### src/rtl/seq_ctrl_if.sv
// seq_ctrl_if: sequencer control/status bundle between seq_ctrl (master) and the datapath/memory (slave).
interface seq_ctrl_if #(parameter int AW = 5, parameter int DW = 8);
  logic          run;
  logic [AW-1:0] pc;
  logic          acc_zero;
  logic          mem_ready;
  logic [DW-1:0] mem_rdata;
  logic          pc_inc;
  logic          pc_load;
  logic [AW-1:0] pc_target;
  logic [AW-1:0] mem_addr;
  logic          rmem;
  logic          wmem;
  logic [DW-1:0] ir;
  logic [DW-1:0] opnd;
  logic          acc_load;
  logic [1:0]    alu_op;
  logic          busy;
  logic          halted;
  logic          fault;
  modport master (
    input  run, pc, acc_zero, mem_ready, mem_rdata,
    output pc_inc, pc_load, pc_target, mem_addr, rmem, wmem, ir, opnd, acc_load, alu_op, busy, halted, fault
  );
  modport slave (
    output run, pc, acc_zero, mem_ready, mem_rdata,
    input  pc_inc, pc_load, pc_target, mem_addr, rmem, wmem, ir, opnd, acc_load, alu_op, busy, halted, fault
  );
endinterface

### src/rtl/seq_ctrl.sv
// seq_ctrl: multi-cycle FETCH/DECODE/MEM/WB sequencer for the accumulator CPU, with a mem_ready wait-state timeout.
module seq_ctrl #(
  parameter int AW       = 5,
  parameter int DW       = 8,
  parameter int MAX_WAIT = 15
) (
  input logic        clock,
  input logic        reset,
  seq_ctrl_if.master bus
);
  localparam int CW = $clog2(MAX_WAIT + 1);
  localparam logic [2:0] OP_HALT  = 3'd0;
  localparam logic [2:0] OP_LOAD  = 3'd1;
  localparam logic [2:0] OP_STORE = 3'd2;
  localparam logic [2:0] OP_ADD   = 3'd3;
  localparam logic [2:0] OP_SUB   = 3'd4;
  localparam logic [2:0] OP_JMP   = 3'd5;
  localparam logic [2:0] OP_JZ    = 3'd6;
  typedef enum logic [2:0] {S_IDLE, S_FETCH, S_DECODE, S_MEM, S_WB, S_HALT, S_FAULT} state_t;
  state_t        state_q, state_d;
  logic [DW-1:0] ir_q, ir_d;
  logic [DW-1:0] opnd_q, opnd_d;
  logic [CW-1:0] wait_q, wait_d;
  logic [2:0]    op;
  logic          is_store, needs_mem, jump, waiting, timeout;
  assign op        = ir_q[DW-1:AW];
  assign is_store  = op == OP_STORE;
  assign needs_mem = op inside {OP_LOAD, OP_STORE, OP_ADD, OP_SUB};
  assign jump      = op == OP_JMP || (op == OP_JZ && bus.acc_zero);
  assign waiting   = state_q inside {S_FETCH, S_MEM};
  // mem_ready in the last allowed cycle still wins over the timeout
  assign timeout   = waiting && !bus.mem_ready && wait_q == CW'(MAX_WAIT);
  always_comb begin
    state_d = state_q;
    ir_d    = ir_q;
    opnd_d  = opnd_q;
    wait_d  = (waiting && !bus.mem_ready) ? wait_q + 1'b1 : '0;
    case (state_q)
      S_IDLE:   state_d = bus.run ? S_FETCH : S_IDLE;
      S_FETCH: begin
        if (bus.mem_ready) begin
          ir_d    = bus.mem_rdata;
          state_d = S_DECODE;
        end else if (timeout) begin
          state_d = S_FAULT;
        end
      end
      S_DECODE: state_d = op == OP_HALT ? S_HALT : needs_mem ? S_MEM : S_FETCH;
      S_MEM: begin
        if (bus.mem_ready) begin
          opnd_d  = is_store ? opnd_q : bus.mem_rdata;
          state_d = is_store ? S_FETCH : S_WB;
        end else if (timeout) begin
          state_d = S_FAULT;
        end
      end
      S_WB:     state_d = S_FETCH;
      S_HALT:   state_d = bus.run ? S_FETCH : S_HALT;
      S_FAULT:  state_d = S_FAULT;
      default:  state_d = S_IDLE;
    endcase
  end
  always_ff @(posedge clock or negedge reset) begin
    if (!reset) begin
      state_q <= S_IDLE;
      ir_q    <= '0;
      opnd_q  <= '0;
      wait_q  <= '0;
    end else begin
      state_q <= state_d;
      ir_q    <= ir_d;
      opnd_q  <= opnd_d;
      wait_q  <= wait_d;
    end
  end
  // Moore decode from flops; only the JZ choice looks at acc_zero
  assign bus.pc_inc    = state_q == S_DECODE && !jump;
  assign bus.pc_load   = state_q == S_DECODE && jump;
  assign bus.pc_target = ir_q[AW-1:0];
  assign bus.mem_addr  = state_q == S_FETCH ? bus.pc : state_q == S_MEM ? ir_q[AW-1:0] : '0;
  assign bus.rmem      = state_q == S_FETCH || (state_q == S_MEM && !is_store);
  assign bus.wmem      = state_q == S_MEM && is_store;
  assign bus.ir        = ir_q;
  assign bus.opnd      = opnd_q;
  assign bus.acc_load  = state_q == S_WB;
  assign bus.alu_op    = state_q != S_WB ? 2'b00 : op == OP_ADD ? 2'b01 : op == OP_SUB ? 2'b10 : 2'b00;
  assign bus.busy      = !(state_q inside {S_IDLE, S_HALT, S_FAULT});
  assign bus.halted    = state_q == S_HALT;
  assign bus.fault     = state_q == S_FAULT;
endmodule
### src/flat_wrapper.sv
// flat-port wrapper written by rule: the top's interface ports become plain ports
module seq_ctrl_flat 
#(
  parameter int AW       = 5,
  parameter int DW       = 8,
  parameter int MAX_WAIT = 15
)
  (clock, reset, bus_run, bus_pc, bus_acc_zero, bus_mem_ready, bus_mem_rdata, bus_pc_inc, bus_pc_load, bus_pc_target, bus_mem_addr, bus_rmem, bus_wmem, bus_ir, bus_opnd, bus_acc_load, bus_alu_op, bus_busy, bus_halted, bus_fault);
  seq_ctrl_if #(.AW(AW), .DW(DW)) bus_i ();
  input logic clock;
  input logic reset;
  input wire logic [$bits(bus_i.run)-1:0] bus_run;
  input wire logic [$bits(bus_i.pc)-1:0] bus_pc;
  input wire logic [$bits(bus_i.acc_zero)-1:0] bus_acc_zero;
  input wire logic [$bits(bus_i.mem_ready)-1:0] bus_mem_ready;
  input wire logic [$bits(bus_i.mem_rdata)-1:0] bus_mem_rdata;
  output wire logic [$bits(bus_i.pc_inc)-1:0] bus_pc_inc;
  output wire logic [$bits(bus_i.pc_load)-1:0] bus_pc_load;
  output wire logic [$bits(bus_i.pc_target)-1:0] bus_pc_target;
  output wire logic [$bits(bus_i.mem_addr)-1:0] bus_mem_addr;
  output wire logic [$bits(bus_i.rmem)-1:0] bus_rmem;
  output wire logic [$bits(bus_i.wmem)-1:0] bus_wmem;
  output wire logic [$bits(bus_i.ir)-1:0] bus_ir;
  output wire logic [$bits(bus_i.opnd)-1:0] bus_opnd;
  output wire logic [$bits(bus_i.acc_load)-1:0] bus_acc_load;
  output wire logic [$bits(bus_i.alu_op)-1:0] bus_alu_op;
  output wire logic [$bits(bus_i.busy)-1:0] bus_busy;
  output wire logic [$bits(bus_i.halted)-1:0] bus_halted;
  output wire logic [$bits(bus_i.fault)-1:0] bus_fault;
  assign bus_i.run = bus_run;
  assign bus_i.pc = bus_pc;
  assign bus_i.acc_zero = bus_acc_zero;
  assign bus_i.mem_ready = bus_mem_ready;
  assign bus_i.mem_rdata = bus_mem_rdata;
  assign bus_pc_inc = bus_i.pc_inc;
  assign bus_pc_load = bus_i.pc_load;
  assign bus_pc_target = bus_i.pc_target;
  assign bus_mem_addr = bus_i.mem_addr;
  assign bus_rmem = bus_i.rmem;
  assign bus_wmem = bus_i.wmem;
  assign bus_ir = bus_i.ir;
  assign bus_opnd = bus_i.opnd;
  assign bus_acc_load = bus_i.acc_load;
  assign bus_alu_op = bus_i.alu_op;
  assign bus_busy = bus_i.busy;
  assign bus_halted = bus_i.halted;
  assign bus_fault = bus_i.fault;
  seq_ctrl #(.AW(AW), .DW(DW), .MAX_WAIT(MAX_WAIT)) u_core (.clock(clock), .reset(reset), .bus(bus_i));
endmodule
### config.mk
export PLATFORM = sky130hd
export DESIGN_NAME = seq_ctrl_flat
export DESIGN_NICKNAME = d
export VERILOG_FILES = /design/src/rtl/seq_ctrl_if.sv /design/src/rtl/seq_ctrl.sv /design/src/flat_wrapper.sv
export SDC_FILE = /design/constraint.sdc
export NUM_CORES = 1
export LEC_CHECK = 0
export CORE_AREA = 2 2 61 63
export DETAILED_ROUTE_END_ITERATION = 10
export DIE_AREA = 0 0 63 65
export GPL_TIMING_DRIVEN = 0
export PLACE_DENSITY = 0.73
export SLEW_MARGIN = 20
export SYNTH_ARGS = -nofsm -noshare
export SYNTH_HDL_FRONTEND = slang
export SYNTH_SLANG_ARGS = --single-unit
### constraint.sdc
create_clock -name clock -period 1.7 [get_ports clock]
set_clock_uncertainty 0.2 [all_clocks]
set_input_delay 0.255 -clock clock [delete_from_list [all_inputs] [get_ports clock]]
set_output_delay 0.255 -clock clock [all_outputs]
set_load 0.02 [all_outputs]
Word level (Yosys, flattened, before mapping)
Cells that the tools add are included.
{"block": "totals", "register_bits": 23}
{"block": "op_classes", "n_reduce_logical": 20, "addsub": 1, "n_eq_ne": 14, "bitwise_logic": 1, "muxes": 15}
{"cell": "$pmux 3 s7", "n": 1}
{"cell": "$eq 3x3->1 const B", "n": 6}
{"cell": "$mux 3", "n": 6}
{"cell": "$eq 3x2->1 const B", "n": 4}
{"cell": "$mux 5", "n": 2}
{"cell": "$mux 2", "n": 4}
{"cell": "$logic_and 1x1->1", "n": 7}
{"cell": "$eq 3x1->1 const B", "n": 2}
{"cell": "$logic_not 3->1", "n": 2}
{"cell": "$add 4x1->4 const B", "n": 1}
{"cell": "$eq 4x4->1 const B", "n": 1}
{"cell": "$logic_not 1->1", "n": 4}
{"cell": "$mux 4", "n": 1}
{"cell": "$reduce_bool 4->1", "n": 1}
{"cell": "$ne 3x3->1 const B", "n": 1}
{"cell": "$reduce_and 3->1", "n": 1}
{"cell": "$reduce_bool 3->1", "n": 1}
{"cell": "$logic_or 1x1->1", "n": 2}
{"cell": "$reduce_and 2->1", "n": 1}
{"cell": "$reduce_bool 2->1", "n": 1}
{"cell": "$mux 1", "n": 1}
{"cell": "$not 1->1", "n": 1}

Logic depth before layout (Yosys ltp)
{"block": "depth", "word_depth": 7, "depth_mapped": 5, "mapped_depth_nobuf": 4}

Worst setup path after synthesis
No wires, ideal clock.
{"block": "synth_path", "path_kind": "register to output", "start": "register u_core.state_q[2]", "end": "output port bus_alu_op[0]", "n_path_buf": 1, "arrival_ps": 1389, "stages_incl_launch_ff": 4, "path_slack_ps": -144, "path_cell_list": "dfrtp_1 > buf_6 > or2b_1 > nor4_1"}
{"block": "synth_via", "elab_chain_len": 2}
{"item": "start, declared", "line_no": "seq_ctrl.sv:20", "text": "state_t state_q, state_d;"}
{"item": "start signal, assigned", "line_no": "seq_ctrl.sv:70", "text": "state_q <= state_d;"}
{"item": "$ne 3x3->1", "line_no": "seq_ctrl.sv:86", "text": "assign bus.alu_op = state_q != S_WB ? 2'b00 : op == OP_ADD ? 2'b01 : op == OP_SUB ? 2'b10 : 2'b00;"}
{"item": "$mux 2", "line_no": "seq_ctrl.sv:86"}
{"item": "end, declared", "line_no": "flat_wrapper.sv:26", "text": "output wire logic [$bits(bus_i.alu_op)-1:0] bus_alu_op;"}
No other way between the ends.

Worst setup path after layout
{"block": "layout_path", "start": "register u_core.state_q[2]", "end": "output port bus_alu_op[1]"}
Same word-level chain as after synthesis.

==> run_results.csv <==
group,metric,value,unit
sta,whs,0.229,ns
worst_setup_path,crit_path_end,"bus_alu_op[1]",
grt,grt_pass1_vias,1199,
final_layout,finalNetCount,212,
placed_design,dp_hpwl,2.23,mm
worst_setup_path,crit_required,1.24,ns
yosys,synthMuxAreaShare,18.8,%
clock_network,clockRootBuffer,"clkbuf_4",
drt,vias,1178,
grt,grt_overflow,0,
sta,fin_ws,-0.249,ns
final_layout,fin_util,63.9,%
final_layout,mostFrequentLayoutCell,"buf_4",
clock_network,cts_tree,"done",
yosys,yosysWarnings,0,
sta,relSlewSlack,63.3,%
grt,grt_antenna_before_repair,0,
drt,drtIter0Drc,10,
yosys,synth.largest_area_cell,"dfrtp_1",
clock_network,clk_pin_slew_worst_paths,0.14,ns
worst_setup_path,ff2ff_setup_slack,-0.19,ns
sta,max_freq,513,MHz
yosys,synth_nets,128,
sta,finalCriticalPeriod,1.95,ns
floorplanning,die_w,63,um
power,max-vdd-ir-drop,0.00105,V
grt,grt_pass1_wl,5.53,mm
worst_setup_path,cp-start-kind,"flop",
sta,tightest_slew,0.550,ns
final_layout,diodes,0,
run_status,outcome,"complete, but fails checks",
power,finalPower,0.00457,W
worst_setup_path,crit_type,"reg2out",
drt,via_per_inst,4.91,
yosys,synth_compound_area_share,6.24,%
yosys,synthDistinctLibCells,35,
floorplanning,io_pins,54,
floorplanning,fp.dieArea,4100,sq um
final_layout,area_delta_synth_final,82.6,%
placed_design,globalplace.congestion,0.794,
worst_setup_path,cp_data_arrival_time,1.49,ns
yosys,yosys.area_share.simple,18.3,%
floorplanning,die_h,65,um
worst_setup_path,rr_startpoint,"u_core.state_q[2]",
sta,maxSlewViolCount,0,
worst_setup_path,worst_path_most_repeated_cell,"buf_6",
run_status,violations,"negative setup slack",
worst_setup_path,r2r_cells,6,
clock_network,clkLatencyLatePin,0.31,ns
worst_setup_path,cp_max_fo,7,
drt,wl,3.91,mm
clock_network,htreeDepth,1,
placed_design,dpl-instance-area,1830,sq um
grt,grt_max_degree,24,
floorplanning,rows,22,
sta,finalHoldViolCount,0,
yosys,synth_cells,109,
clock_network,clock_sinks,23,
worst_setup_path,crit_path_top_delay_cell,"dfrtp_1",
worst_setup_path,crit_chain,"buf_6 > or2b_4 > nor2_4 > and3_4 > buf_6",
placed_design,post-place-ws,-0.576,ns
final_layout,stdcell_area,2230,sq um
hold_path,min_path_type,"in2async",
job,cap_violations,0,
yosys,synth_top_area_share,47.1,%
clock_network,max-clock-path-buffers,2,
drt,wl_per_cell,16.3,um
yosys,synthAdderAreaFrac,1.02,%
floorplanning,initial_utilization,35.0,%
drt,firstDrtPassIters,4,
floorplanning,core_area,3500,sq um
yosys,synth_seq_cells,23,
sta,period_share,115,%
yosys,synth_edf_count,0,
worst_setup_path,cp-startpoint,"u_core.state_q[2]",
sta,rsz0062_at_grt,"true",
yosys,syn-mean-instance-area,11.2,sq um
yosys,yosysSeqAreaShare,47.1,%
yosys,synthArstFlopShare,100,%
drt,detail-route-antenna-nets,0,
yosys,synthTopCellsByArea,"dfrtp_1 (47%), mux2_2 (15%), nor2_1 (5.2%)",
worst_setup_path,end_kind,"output port",
yosys,synth_top_family_by_area,"multiplexers",
yosys,netlist_area,1220,sq um
worst_setup_path,reg2reg_to,"u_core.bus.opnd[2]",
placed_design,port_buffers,53,
final_layout,final_cell_mix,"buf_4 (29), dfrtp_1 (19), mux2_4 (16), clkdlybuf4s50_1 (16), dlygate4sd2_1 (16)",
power,power-per-cell-area,2050,nW/um^2
grt,grtUsageTotal,17.3,%
yosys,synthXorXnorAreaFrac,2.15,%
yosys,ys.flop_type,"dfrtp_1",
worst_setup_path,cp_slowest_stage_delay,0.38,ns
drt,drc,0,
final_layout,drive_gt1_share,53.1,%
clock_network,numCtsBuffers,3,
sta,setup_viol,32,
power,p_leak,1.06,nW
-- final cells by class --
cell class                 instances  area (sq um)
buffer                             9          82.6
clock buffer                       3          22.5
clock inverter                     1          5.00
fill                             274          1260
inverter                           3          11.3
multi-input combinational         74           746
sequential                        23           581
tap                               48          60.1
timing repair buffer              79           724
-- synthesized netlist by cell type, types with 2 or more instances --
| cell | number |
|---|---|
| a21oi_1 | 2 |
| and3_1 | 3 |
| buf_2 | 2 |
| buf_4 | 6 |
| dfrtp_1 | 23 |
| inv_1 | 3 |
| mux2_2 | 16 |
| mux2i_1 | 5 |
| nand2_1 | 2 |
| nand2b_1 | 2 |
| nand3_1 | 2 |
| nor2_1 | 17 |
| o21ai_0 | 2 |
| or3_1 | 2 |
| xor2_1 | 2 |
-- metrics by stage --
stage          std cells  setup TNS (ns)
2_1_floorplan        109          -0.250
3_3_place_gp         210          -12.05
3_5_place_dp         210          -14.11
4_1_cts              228           -2.87
5_1_grt              240           -5.98
6_report             240           -4.77
-- power by group --
group	leakage, nW	switching [W]	total (W)	internal [W]
clock network	0.0177	0.000173	0.000261	0.0000880
logic	0.762	0.00155	0.00327	0.00172
registers	0.279	0.000239	0.00104	0.000801
total	1.06	0.00196	0.00457	0.00261
-- layer usage --
layer | share of wire (%) | GRT usage, %
met1 | 42 | 20.6
met4 | 1.2 | 5.28
met2 | 50 | 30.9
met5 | 0 | 0
met3 | 6.0 | 3.99
-- worst max-delay path, delay by kind of cell, from the launching register on --
kind | cells | cell delay, ns
buffers and inverters | 2 | 0.23
AND/OR/NAND/NOR | 3 | 0.56
flip-flops | 1 | 0.38
-- worst min-delay path by stage --
stage,from,endpoint,slack [ns]
2_1_floorplan,reset,u_core.bus.ir[0],-0.24
3_3_place_gp,u_core.wait_q[0],u_core.wait_q[0],0.24
3_5_place_dp,u_core.wait_q[0],u_core.wait_q[0],0.25
4_1_cts,u_core.wait_q[0],u_core.wait_q[0],0.27
5_1_grt,reset,u_core.wait_q[0],0.28
6_report,reset,u_core.bus.opnd[5],0.23
-- kinds of logic after synthesis --
logic type | Yosys count
adders and majority gates | 1
muxes | 21
xor gates and xnor gates | 3
and+or+nand+nor | 38
AOI/OAI and AO/OA | 11
DFF | 23
buffers and inverters | 12
-- sequential cells by signal (all words and copies together) (netlist names) --
signal,flops
u_core.state_q,3
u_core.wait_q,4
u_core.bus.ir,8
u_core.bus.opnd,8
-- repair_timing --
| action | in CTS | in global routing |
|---|---|---|
| hold endpoints to repair | 0 | 23 |
| resized for setup | 131 | 33 |
| setup endpoints to repair | 53 | 37 |
| setup buffers | 14 | 10 |
| hold buffers | 0 | 1 |
| pin swaps | 4 | 4 |
| cloned | 0 | 1 |
(Power assumes the default switching activity.)
